## config.mk

```make
export PLATFORM = sky130hd
export DESIGN_NAME = led_shift_ctrl
export DESIGN_NICKNAME = d
export VERILOG_FILES = /design/src/rtl/led_shift_ctrl.sv
export SDC_FILE = /design/constraint.sdc
export NUM_CORES = 1
export LEC_CHECK = 0
export BUFFER_PORTS_ARGS = -buffer_cell sky130_fd_sc_hd__buf_4
export CAP_MARGIN = 20
export CORE_ASPECT_RATIO = 2
export CORE_MARGIN = 2
export CORE_UTILIZATION = 50
export DETAILED_ROUTE_END_ITERATION = 12
export PLACE_DENSITY = 0.78
export SETUP_SLACK_MARGIN = 0.3
export SYNTH_ARGS = -nofsm -noshare
export SYNTH_HDL_FRONTEND = slang
export SYNTH_SLANG_ARGS = --single-unit
```

## constraint.sdc

```tcl
create_clock -name clock -period 2 [get_ports clock]
set_clock_uncertainty 0.15 [all_clocks]
set_input_delay 0.2 -clock clock [delete_from_list [all_inputs] [get_ports clock]]
set_output_delay 0.2 -clock clock [all_outputs]
set_load 0.02 [all_outputs]
```

## src/rtl/led_shift_ctrl.sv

```systemverilog
// Byte-to-serial controller for a latching LED shift-register driver (LSB first).
// Optional brightness PWM on oe is enabled by defining LED_PWM_EN.
module led_shift_ctrl #(
  parameter int unsigned CLK_DIV = 2
) (
  input  logic       clock,
  input  logic       rst_n,
  input  logic [7:0] data,
  input  logic       valid,
`ifdef LED_PWM_EN
  input  logic [3:0] bright,
`endif
  output logic       ready,
  output logic       sclk,
  output logic       sdo,
  output logic       ltch,
  output logic       oe
);

  typedef enum logic [1:0] {IDLE, SHIFT, LATCH} state_t;

  localparam logic [7:0] HALF_LAST = 8'(CLK_DIV - 1);

  state_t     state, state_nxt;
  logic [7:0] hcnt, hcnt_nxt;
  logic [2:0] bidx, bidx_nxt;
  logic [7:0] shreg, shreg_nxt;
  logic       ready_nxt, sclk_nxt, sdo_nxt, ltch_nxt, oe_nxt;
  logic       shown, shown_nxt;

  always_comb begin
    state_nxt = state;
    hcnt_nxt  = hcnt;
    bidx_nxt  = bidx;
    shreg_nxt = shreg;
    ready_nxt = ready;
    sclk_nxt  = sclk;
    sdo_nxt   = sdo;
    ltch_nxt  = ltch;
    shown_nxt = shown;
    case (state)
      IDLE: begin
        sclk_nxt = 1'b0;
        ltch_nxt = 1'b0;
        hcnt_nxt = 8'd0;
        bidx_nxt = 3'd0;
        if (ready && valid) begin
          shreg_nxt = data;
          sdo_nxt   = data[0];
          ready_nxt = 1'b0;
          state_nxt = SHIFT;
        end else begin
          ready_nxt = 1'b1;
        end
      end
      SHIFT: begin
        if (hcnt == HALF_LAST) begin
          hcnt_nxt = 8'd0;
          if (!sclk) begin
            sclk_nxt = 1'b1;
          end else begin
            // End of a bit window: sdo only moves while sclk drops low.
            sclk_nxt = 1'b0;
            if (bidx == 3'd7) begin
              bidx_nxt  = 3'd0;
              ltch_nxt  = 1'b1;
              state_nxt = LATCH;
            end else begin
              bidx_nxt = bidx + 3'd1;
              sdo_nxt  = shreg[bidx_nxt];
            end
          end
        end else begin
          hcnt_nxt = hcnt + 8'd1;
        end
      end
      LATCH: begin
        if (hcnt == HALF_LAST) begin
          hcnt_nxt  = 8'd0;
          ltch_nxt  = 1'b0;
          ready_nxt = 1'b1;
          shown_nxt = 1'b1;
          state_nxt = IDLE;
        end else begin
          hcnt_nxt = hcnt + 8'd1;
        end
      end
      default: begin
        state_nxt = IDLE;
      end
    endcase
  end

`ifdef LED_PWM_EN
  logic [3:0] pwm_cnt, pwm_cnt_nxt;
  logic [3:0] bright_s, bright_s_nxt;

  // Period-15 counter; the new duty only applies from the wrap onward.
  always_comb begin
    pwm_cnt_nxt  = pwm_cnt + 4'd1;
    bright_s_nxt = bright_s;
    if (pwm_cnt == 4'd14) begin
      pwm_cnt_nxt  = 4'd0;
      bright_s_nxt = bright;
    end
  end

  always_ff @(posedge clock) begin
    if (!rst_n) begin
      pwm_cnt  <= 4'd0;
      bright_s <= 4'd0;
    end else begin
      pwm_cnt  <= pwm_cnt_nxt;
      bright_s <= bright_s_nxt;
    end
  end

  assign oe_nxt = shown_nxt & (pwm_cnt_nxt < bright_s_nxt);
`else
  assign oe_nxt = shown_nxt;
`endif

  always_ff @(posedge clock) begin
    if (!rst_n) begin
      state <= IDLE;
      hcnt  <= 8'd0;
      bidx  <= 3'd0;
      shreg <= 8'd0;
      ready <= 1'b0;
      sclk  <= 1'b0;
      sdo   <= 1'b0;
      ltch  <= 1'b0;
      shown <= 1'b0;
      oe    <= 1'b0;
    end else begin
      state <= state_nxt;
      hcnt  <= hcnt_nxt;
      bidx  <= bidx_nxt;
      shreg <= shreg_nxt;
      ready <= ready_nxt;
      sclk  <= sclk_nxt;
      sdo   <= sdo_nxt;
      ltch  <= ltch_nxt;
      shown <= shown_nxt;
      oe    <= oe_nxt;
    end
  end

endmodule

```

# After elaboration in Yosys (flattened, before gate mapping)

Cells that the tools add are included.

Equal/unequal tests: 10
Add/sub/neg operators: 2
Order comparisons: 1
Reductions and logical operators: 15
Multiplexer cells: 30

Operators by type and width:

| operator                                                                     | number |
|---|---|
| 8-bit case mux with 2 select lines                                           | 1 |
| 5-bit AND reduction                                                          | 3 |
| 1-bit 2-to-1 mux                                                             | 13 |
| 2-bit != test, second input constant                                         | 6 |
| 2-bit 2-to-1 mux                                                             | 5 |
| 3-bit 2-to-1 mux                                                             | 3 |
| 8-bit by 1-bit adder with 8-bit output, second input constant                | 1 |
| 8-bit by 1-bit equality test with 1-bit output, second input constant        | 1 |
| 8-bit 2-to-1 mux                                                             | 1 |
| 2-bit AND reduction                                                          | 4 |
| 1-bit case mux with 2 select lines                                           | 3 |
| 2-bit case mux with 3 select lines                                           | 1 |
| 3-bit case mux with 2 select lines                                           | 1 |
| 2-bit nonzero test                                                           | 3 |
| 3-bit by 4-bit less-than comparator with 1-bit output, second input constant | 1 |
| 3-bit by 1-bit adder with 3-bit output, second input constant                | 1 |
| 1-bit binary-select mux with 3-bit select                                    | 1 |
| 3-bit equality test, second input constant                                   | 1 |
| 1-bit case mux with 3 select lines                                           | 1 |
| 3-bit AND reduction                                                          | 1 |
| 3-bit nonzero test                                                           | 1 |
| 2-bit by 1-bit equality test with 1-bit output, second input constant        | 1 |
| 2-bit equality test, second input constant                                   | 1 |
| 2-bit logical NOT                                                            | 1 |
| 2 further kinds                                                              | 2 |

Input bits: 11
Word-level logic and storage cells: 67
Output and inout bits: 5
Register bits after elaboration: 26

# Logic depth before layout (Yosys ltp)

Gate-level depths: netlist of run 1.

Depth after elaboration: 7
Depth in mapped cells: 7
Mapped depth without buffers: 6

# Worst setup path before layout of run 1

OpenSTA, ideal clock, no wires.

Path type: reg2reg
From: reg state[0]
To: reg state[0]
Stages on the path, launching flop included: 8
Setup time: 0.130 ns
Period minus slack after synthesis: 1.817 ns
Data arrival time: 1.537 ns
Path slack: 0.183 ns
Path buffers: 1
Data required time: 1.720 ns
Cell sequence: dfxtp_1 -> inv_1 -> ha_1 -> clkbuf_1 -> a21boi_0 -> nor2_1 -> a41oi_1 -> o211ai_2

Elaborated cells on any way between the ends: 10
Classes of those cells: 7 x eq/ne; 1 x mux; 2 x reduce/logical

RTL lines:

| element                                     | RTL line | text |
|---|---|---|
| start: declaration                          | 24       | `state_t state, state_nxt;` |
| start signal: assignment                    | 136      | `state <= state_nxt;` |
| 2-bit equality test (tied with other cells) | 41       | `case (state)` |
| 2-bit case mux with 3 select lines *        | 41       |  |
| named net state_nxt[0]                      | 24       |  |

The timed path passes the listed nets; every way through them passes the cells marked *.
A chain may end at the register's enable or synchronous reset.

# Final worst setup path of run 1

Same ends and word-level chain as after synthesis.

==> results.py, run 1 <==
metrics = {
    "clock_network": {
        "root_buffer": "clkbuf_8",
        "cts.hold.buffers_added": 0,
        "clk_latency_ns": 0.28,
        "numCtsBuffers": 3,
        "cts_buffer_depth": 2,
        "clkTransAtPathRegs_ns": 0.09,
        "cts_max_level": 1,
        "cts_tree": "yes",
        "clock_sinks": 26,
    },
    "cells_and_area": {
        "finalNetCount": 198,
        "antennaDiodeCount": 0,
        "drive_gt1_share_pct": 29.4,
        "syn_to_final_growth_pct": 23.7,
        "nFillCells": 236,
        "fin_area_mm2": 0.00167,
    },
    "worst_hold_path": {
        "hold_class": "input port to flop",
    },
    "route": {
        "dr.pass1.iters": 4,
        "drc": 0,
        "drt_iter0_drc": 37,
        "drt-wirelength-per-cell_um": 14.5,
        "avgViaCountPerCell": 5.64,
        "final_antenna_net_count": 0,
        "vias": 1157,
        "wirelength_mm": 2.98,
    },
    "critical_path": {
        "start_kind": "flop",
        "path_buf_inv": 1,
        "crit_slowest_cell": "dfxtp_2",
        "crit_type": "flop to flop",
        "critPathMaxFanout": 9,
        "cp-end-kind": "flop",
        "cp_top_family": "compound AO/OA/AOI/OAI gates",
        "worst_ep_arrival_time_ns": 1.74,
        "path_cells": "inv_1 -> ha_2 -> a21boi_2 -> nor2_1 -> a41oi_1 -> o211ai_2",
        "cp.required_ns": 2.01,
        "max_stage_delay_ns": 0.35,
    },
    "sta": {
        "relSlewSlack_pct": 81.1,
        "post-route-period-util_pct": 86.5,
        "setup_violations": 0,
        "period_minus_slack_ns": 1.73,
        "max_freq_ghz": 0.578,
        "slew_violations": 0,
        "rsz0062_at_grt": "true",
        "finalHoldViolCount": 0,
        "setup_tns_ns": 0,
        "worst_pin_slew_ns": 0.283,
    },
    "floorplanning": {
        "io_pins": 16,
        "die_y_um": 77.5,
        "dieArea_mm2": 0.00315,
        "chipWidth_um": 40.7,
        "start_util_pct": 52.5,
        "coreArea_mm2": 0.00257,
        "row_count": 26,
    },
    "global_route": {
        "grt.total_usage_pct": 22.4,
        "grt-ovfl-total": 0,
        "antenna_found_initial": 0,
        "grt_pass1_vias": 1178,
        "grt_start_max_net_pins": 18,
        "grt_pass1_wl_mm": 4.85,
    },
    "logic_synthesis": {
        "yosysWarnings": 0,
        "syn_area_mm2": 0.00135,
        "synth_cells": 153,
        "synth-adder-area-share_pct": 8.35,
        "ys_ff_latch": 26,
        "synth_top_family_by_area": "simple AND/OR/NAND/NOR gates",
        "synth-seq-area-share_pct": 38.6,
        "synthMuxAreaShare_pct": 4.82,
        "ys_types": 39,
        "synthXorXnorAreaFrac_pct": 3.90,
        "syn_avg_cell_area_um2": 8.82,
        "synth-main-ff-cell": "dfxtp_1",
        "async_flop_share_pct": 0,
        "synth-simple-area-share_pct": 25.0,
        "synth-compound-area-share_pct": 16.5,
        "synth-edff-count": 0,
        "synth_nets": 173,
    },
    "pwr": {
        "leakage_nw": 0.677,
        "pwr_density_cell_mw_per_mm2": 865,
        "ir_drop_v": 0.000688,
    },
    "outcome": {
        "status": "completed",
    },
    "run": {
        "cap_violations": 0,
    },
    "place": {
        "portBuffers": 15,
        "dpl_cell_area_mm2": 0.00154,
        "gp_congestion": 0.838,
        "dp_hpwl_mm": 2.26,
    },
}
cells in the mapped netlist (3+ instances only):
library cell	count	share of area [%]
dfxtp_1	26	39
nand2_1	24	6.7
a21oi_1	15	5.6
nor2_1	15	4.2
nand3_1	10	3.7
ha_1	9	8.3
clkbuf_1	5	1.4
inv_1	4	1.1
xor2_1	4	2.6
a21boi_0	3	1.7
through the flow:
step | total power, mW | utilization [%] | worst slack, ns | hold slack, ns | instances
final | 1.44 | 64.9 | 0.270 | 0.00930 | 205
after global routing | 1.53 | 64.9 | 0.190 | 0.0126 | 205
after CTS | 1.45 | 64.4 | 0.269 | 0.00982 | 203
after detailed placement | 1.04 | 60.0 | 0.121 | 0.287 | 195
after global placement | 1.02 | 60.0 | 0.197 | 0.290 | 195
after floorplan | 0.916 | - | 0.290 | 0.186 | 153
cell usage in the layout (no fill, tap or decap), types with 3 or more instances in the layout:
master,synthesis,layout
dfxtp_2,0,3
inv_1,4,3
clkbuf_8,0,3
nand3_1,10,10
nor2_1,15,15
buf_4,0,25
dfxtp_1,26,21
nand2_1,24,24
xor2_1,4,4
a21oi_1,15,15
ha_1,9,6
final cells by class:
type / instances / area, um2 / area share [%]
sequential: 26 / 532 / 31.9
timing repair buffer: 25 / 188 / 11.2
multi-input combinational: 117 / 830 / 49.7
tap: 28 / 35.0 / 2.10
inverter: 5 / 18.8 / 1.12
clock buffer: 4 / 66.3 / 3.97
path summary, 6_finish.rpt:
kind              startpoint        to  slack [ns]  cells past startpoint
setup / recovery    state[0]  state[0]        0.27                      6
hold / removal       data[2]  shreg[2]       0.009                      3
setup reg to reg    state[0]  state[0]        0.27                      6
hold reg to reg        shown     shown        0.30                      2
state kept, by name, summed over array words and instances (netlist names):
| name | flops |
|---|---|
| ready | 1 |
| bidx | 3 |
| state | 2 |
| sclk | 1 |
| shreg | 8 |
| hcnt | 8 |
| shown | 1 |
| sdo | 1 |
| ltch | 1 |
cell families after synthesis:
| kind of cell | Yosys count |
|---|---|
| multiplexers | 4 |
| buffers and inverters | 10 |
| adder cells (fa/ha/maj) | 9 |
| AO/OA/AOI/OAI | 33 |
| AND/OR/NAND/NOR | 65 |
| XOR/XNOR | 6 |
| flip-flops | 26 |
what timing repair did:
| action | in CTS | in global routing |
|---|---|---|
| setup buffers | 4 | 2 |
| setup endpoints to repair | 11 | 13 |
| hold endpoints to repair | 0 | 0 |
| pin swaps | 2 | 2 |
| gates resized for setup | 7 | 1 |
worst register-to-register path, stage by stage (launching register included):
cell and delay, ns:
dfxtp_2 0.35, inv_1 0.09, ha_2 0.28, a21boi_2 0.27, nor2_1 0.11, a41oi_1 0.26
o211ai_2 0.10
per-layer routing:
layer  global-route usage, %  share of wire [%]  vias to the layer above
met5                       0                  0                        -
met4                    10.7                1.9                        0
met3                    3.43                2.5                        5
met2                    41.7                 60                       21
met1                    20.4                 36                      550
li1                        -                  -                      581
where the power goes:
part           leakage (nW)  switching, mW  internal, mW
sequential            0.214         0.0348         0.562
combinational         0.429          0.259         0.198
clock                0.0339          0.172         0.218
total                 0.677          0.466         0.978
Note: power is estimated with default switching activity, not from simulation.
==> run 2: changes to the inputs <==
--- a/config.mk
+++ b/config.mk
@@ -11,7 +11,7 @@
 export CORE_MARGIN = 2
 export CORE_UTILIZATION = 50
 export DETAILED_ROUTE_END_ITERATION = 12
-export PLACE_DENSITY = 0.78
+export PLACE_DENSITY = 0.73
 export SETUP_SLACK_MARGIN = 0.3
 export SYNTH_ARGS = -nofsm -noshare
 export SYNTH_HDL_FRONTEND = slang
==> run 2 against run 1 <==
Compared with the run above: critical path depth did not move; clock power fell by 14%; final area rose by 2.8%; setup slack improved by 0.025 ns; via count rose by 1.6%; first-iteration DRC count rose by 2.7%; register-to-register slack improved by 0.03 ns; power rose by 0.23%; global-route usage rose by 1.8 points; routed wire length rose by 5.4%; count of clock-buffer cells in the layout did not move.
==> results.py, run 2 (synthesis gave the netlist of run 1 again) <==
metrics = {
    "global_route": {
        "antenna_found_initial": 0,
        "grt-ovfl-total": 0,
        "grt_pass1_vias": 1296,
        "grt.total_usage_pct": 24.2,
        "grt_start_max_net_pins": 18,
        "grt_pass1_wl_mm": 5.33,
    },
    "sta": {
        "finalHoldViolCount": 0,
        "setup_tns_ns": 0,
        "rsz0062_at_grt": "true",
        "period_minus_slack_ns": 1.70,
        "relSlewSlack_pct": 81.1,
        "max_freq_ghz": 0.587,
        "setup_violations": 0,
        "slew_violations": 0,
        "post-route-period-util_pct": 85.2,
        "worst_pin_slew_ns": 0.284,
    },
    "run": {
        "cap_violations": 0,
    },
    "critical_path": {
        "crit_start": "hcnt[1]",
        "reg2reg_depth": 6,
        "path_cells": "inv_2 -> ha_4 -> nor4b_4 -> nand4_2 -> or3b_1 -> a21oi_2",
        "max_stage_delay_ns": 0.41,
        "crit_slowest_cell": "or3b_1",
        "start_kind": "flop",
        "rrSetupSlack_ns": 0.30,
        "critPathCapture": "bidx[1]",
        "r2r_start": "hcnt[1]",
        "r2r_end": "bidx[1]",
        "crit_type": "flop to flop",
        "cp.required_ns": 2.05,
        "cp-end-kind": "flop",
        "critPathMaxFanout": 5,
        "worst_ep_arrival_time_ns": 1.76,
    },
    "floorplanning": {
        "row_count": 26,
        "dieArea_mm2": 0.00315,
        "io_pins": 16,
        "start_util_pct": 52.5,
        "chipWidth_um": 40.7,
        "coreArea_mm2": 0.00257,
        "die_y_um": 77.5,
    },
    "clock_network": {
        "numCtsBuffers": 3,
        "clkTransAtPathRegs_ns": 0.09,
        "cts_max_level": 1,
        "cts_tree": "yes",
        "root_buffer": "clkbuf_8",
        "clock_sinks": 26,
        "cts_buffer_depth": 2,
        "clk_latency_ns": 0.27,
    },
    "pwr": {
        "leakage_nw": 0.709,
        "pwr_density_cell_mw_per_mm2": 843,
        "finalPower_mw": 1.45,
        "ir_drop_v": 0.000716,
    },
    "route": {
        "top_layer": "met4",
        "wirelength_mm": 3.14,
        "vias": 1175,
        "route.met2.wl_mm": 1.89,
        "avgViaCountPerCell": 5.65,
        "final_antenna_net_count": 0,
        "drt_iter0_drc": 38,
        "drc": 0,
        "route.met3.wl_um": 65,
        "dr.pass1.iters": 4,
        "drt-wirelength-per-cell_um": 15.1,
        "drt-met1-wl_mm": 1.07,
    },
    "worst_hold_path": {
        "min_from": "data[4]",
        "hold_class": "input port to flop",
    },
    "place": {
        "gp_congestion": 0.821,
        "portBuffers": 15,
        "dp_hpwl_mm": 2.38,
    },
    "cells_and_area": {
        "post-route-util_pct": 66.8,
        "top_regs": "hcnt x8, shreg x8, bidx x3",
        "syn_to_final_growth_pct": 27.3,
        "nFillCells": 210,
        "finalNetCount": 201,
        "final_common_cell": "buf_4",
        "antennaDiodeCount": 0,
        "drive_gt1_share_pct": 35.0,
        "final_cell_mix": "buf_4 (28), nand2_1 (24), dfxtp_1 (20)",
    },
    "outcome": {
        "status": "completed",
    },
}
[run 2: cell type report]
cell class              instances  area (um2)  area share [%]
clock buffers                   4        55.1            3.21
flip-flops and latches         26         533            31.0
multi-input cells             117         865            50.4
well taps                      28        35.0            2.04
repair buffers                 28         210            12.2
inverters                       5        18.8            1.09
[run 2: worst min path at each step]
stage               slack [ns]       end  cells after the start
floorplan                 0.19  shreg[0]                      2
global placement          0.29     shown                      2
detailed placement        0.30     shown                      2
CTS                       0.01  shreg[6]                      3
global route              0.01  shreg[6]                      3
finish                    0.02  shreg[4]                      3
[run 2: layer usage]
layer  vias to the layer above  track usage [%]
met5                         -                0
met4                         0             18.7
met3                        10             3.43
met2                        22             43.0
met1                       555             20.8
li1                        588                -
[run 2: where the power goes]
part	internal (mW)	switching, mW
Clock	0.176	0.159
Sequential	0.562	0.0370
Combinational	0.234	0.279
Total	0.972	0.475
[run 2: repair_timing]
item / CTS / global route
resized for setup: 9 / 9
hold endpoints to repair: 0 / 0
pin swaps: 2 / 8
hold buffers: 0 / 0
gates cloned: 0 / 0
endpoints found under the setup margin: 11 / 16
setup buffers: 7 / 1
[run 2: per-stage QoR]
stage / hold slack [ns] / worst slack [ns] / instances / cell area, um2
5_1_grt: 0.0141 / 0.215 / 208 / 1720
6_report: 0.0222 / 0.295 / 208 / 1720
3_3_place_gp: 0.287 / 0.184 / 196 / 1550
2_1_floorplan: 0.186 / 0.290 / 153 / 1380
3_5_place_dp: 0.296 / 0.107 / 196 / 1550
4_1_cts: 0.0121 / 0.298 / 207 / 1680
[run 2: critical path, delay by kind of cell (launching register included)]
| kind | cells | cell delay [ns] |
|---|---|---|
| compound gates | 1 | 0.13 |
| fa+ha+maj | 1 | 0.12 |
| flops | 1 | 0.33 |
| simple gates | 3 | 0.85 |
| buf+inv | 1 | 0.06 |
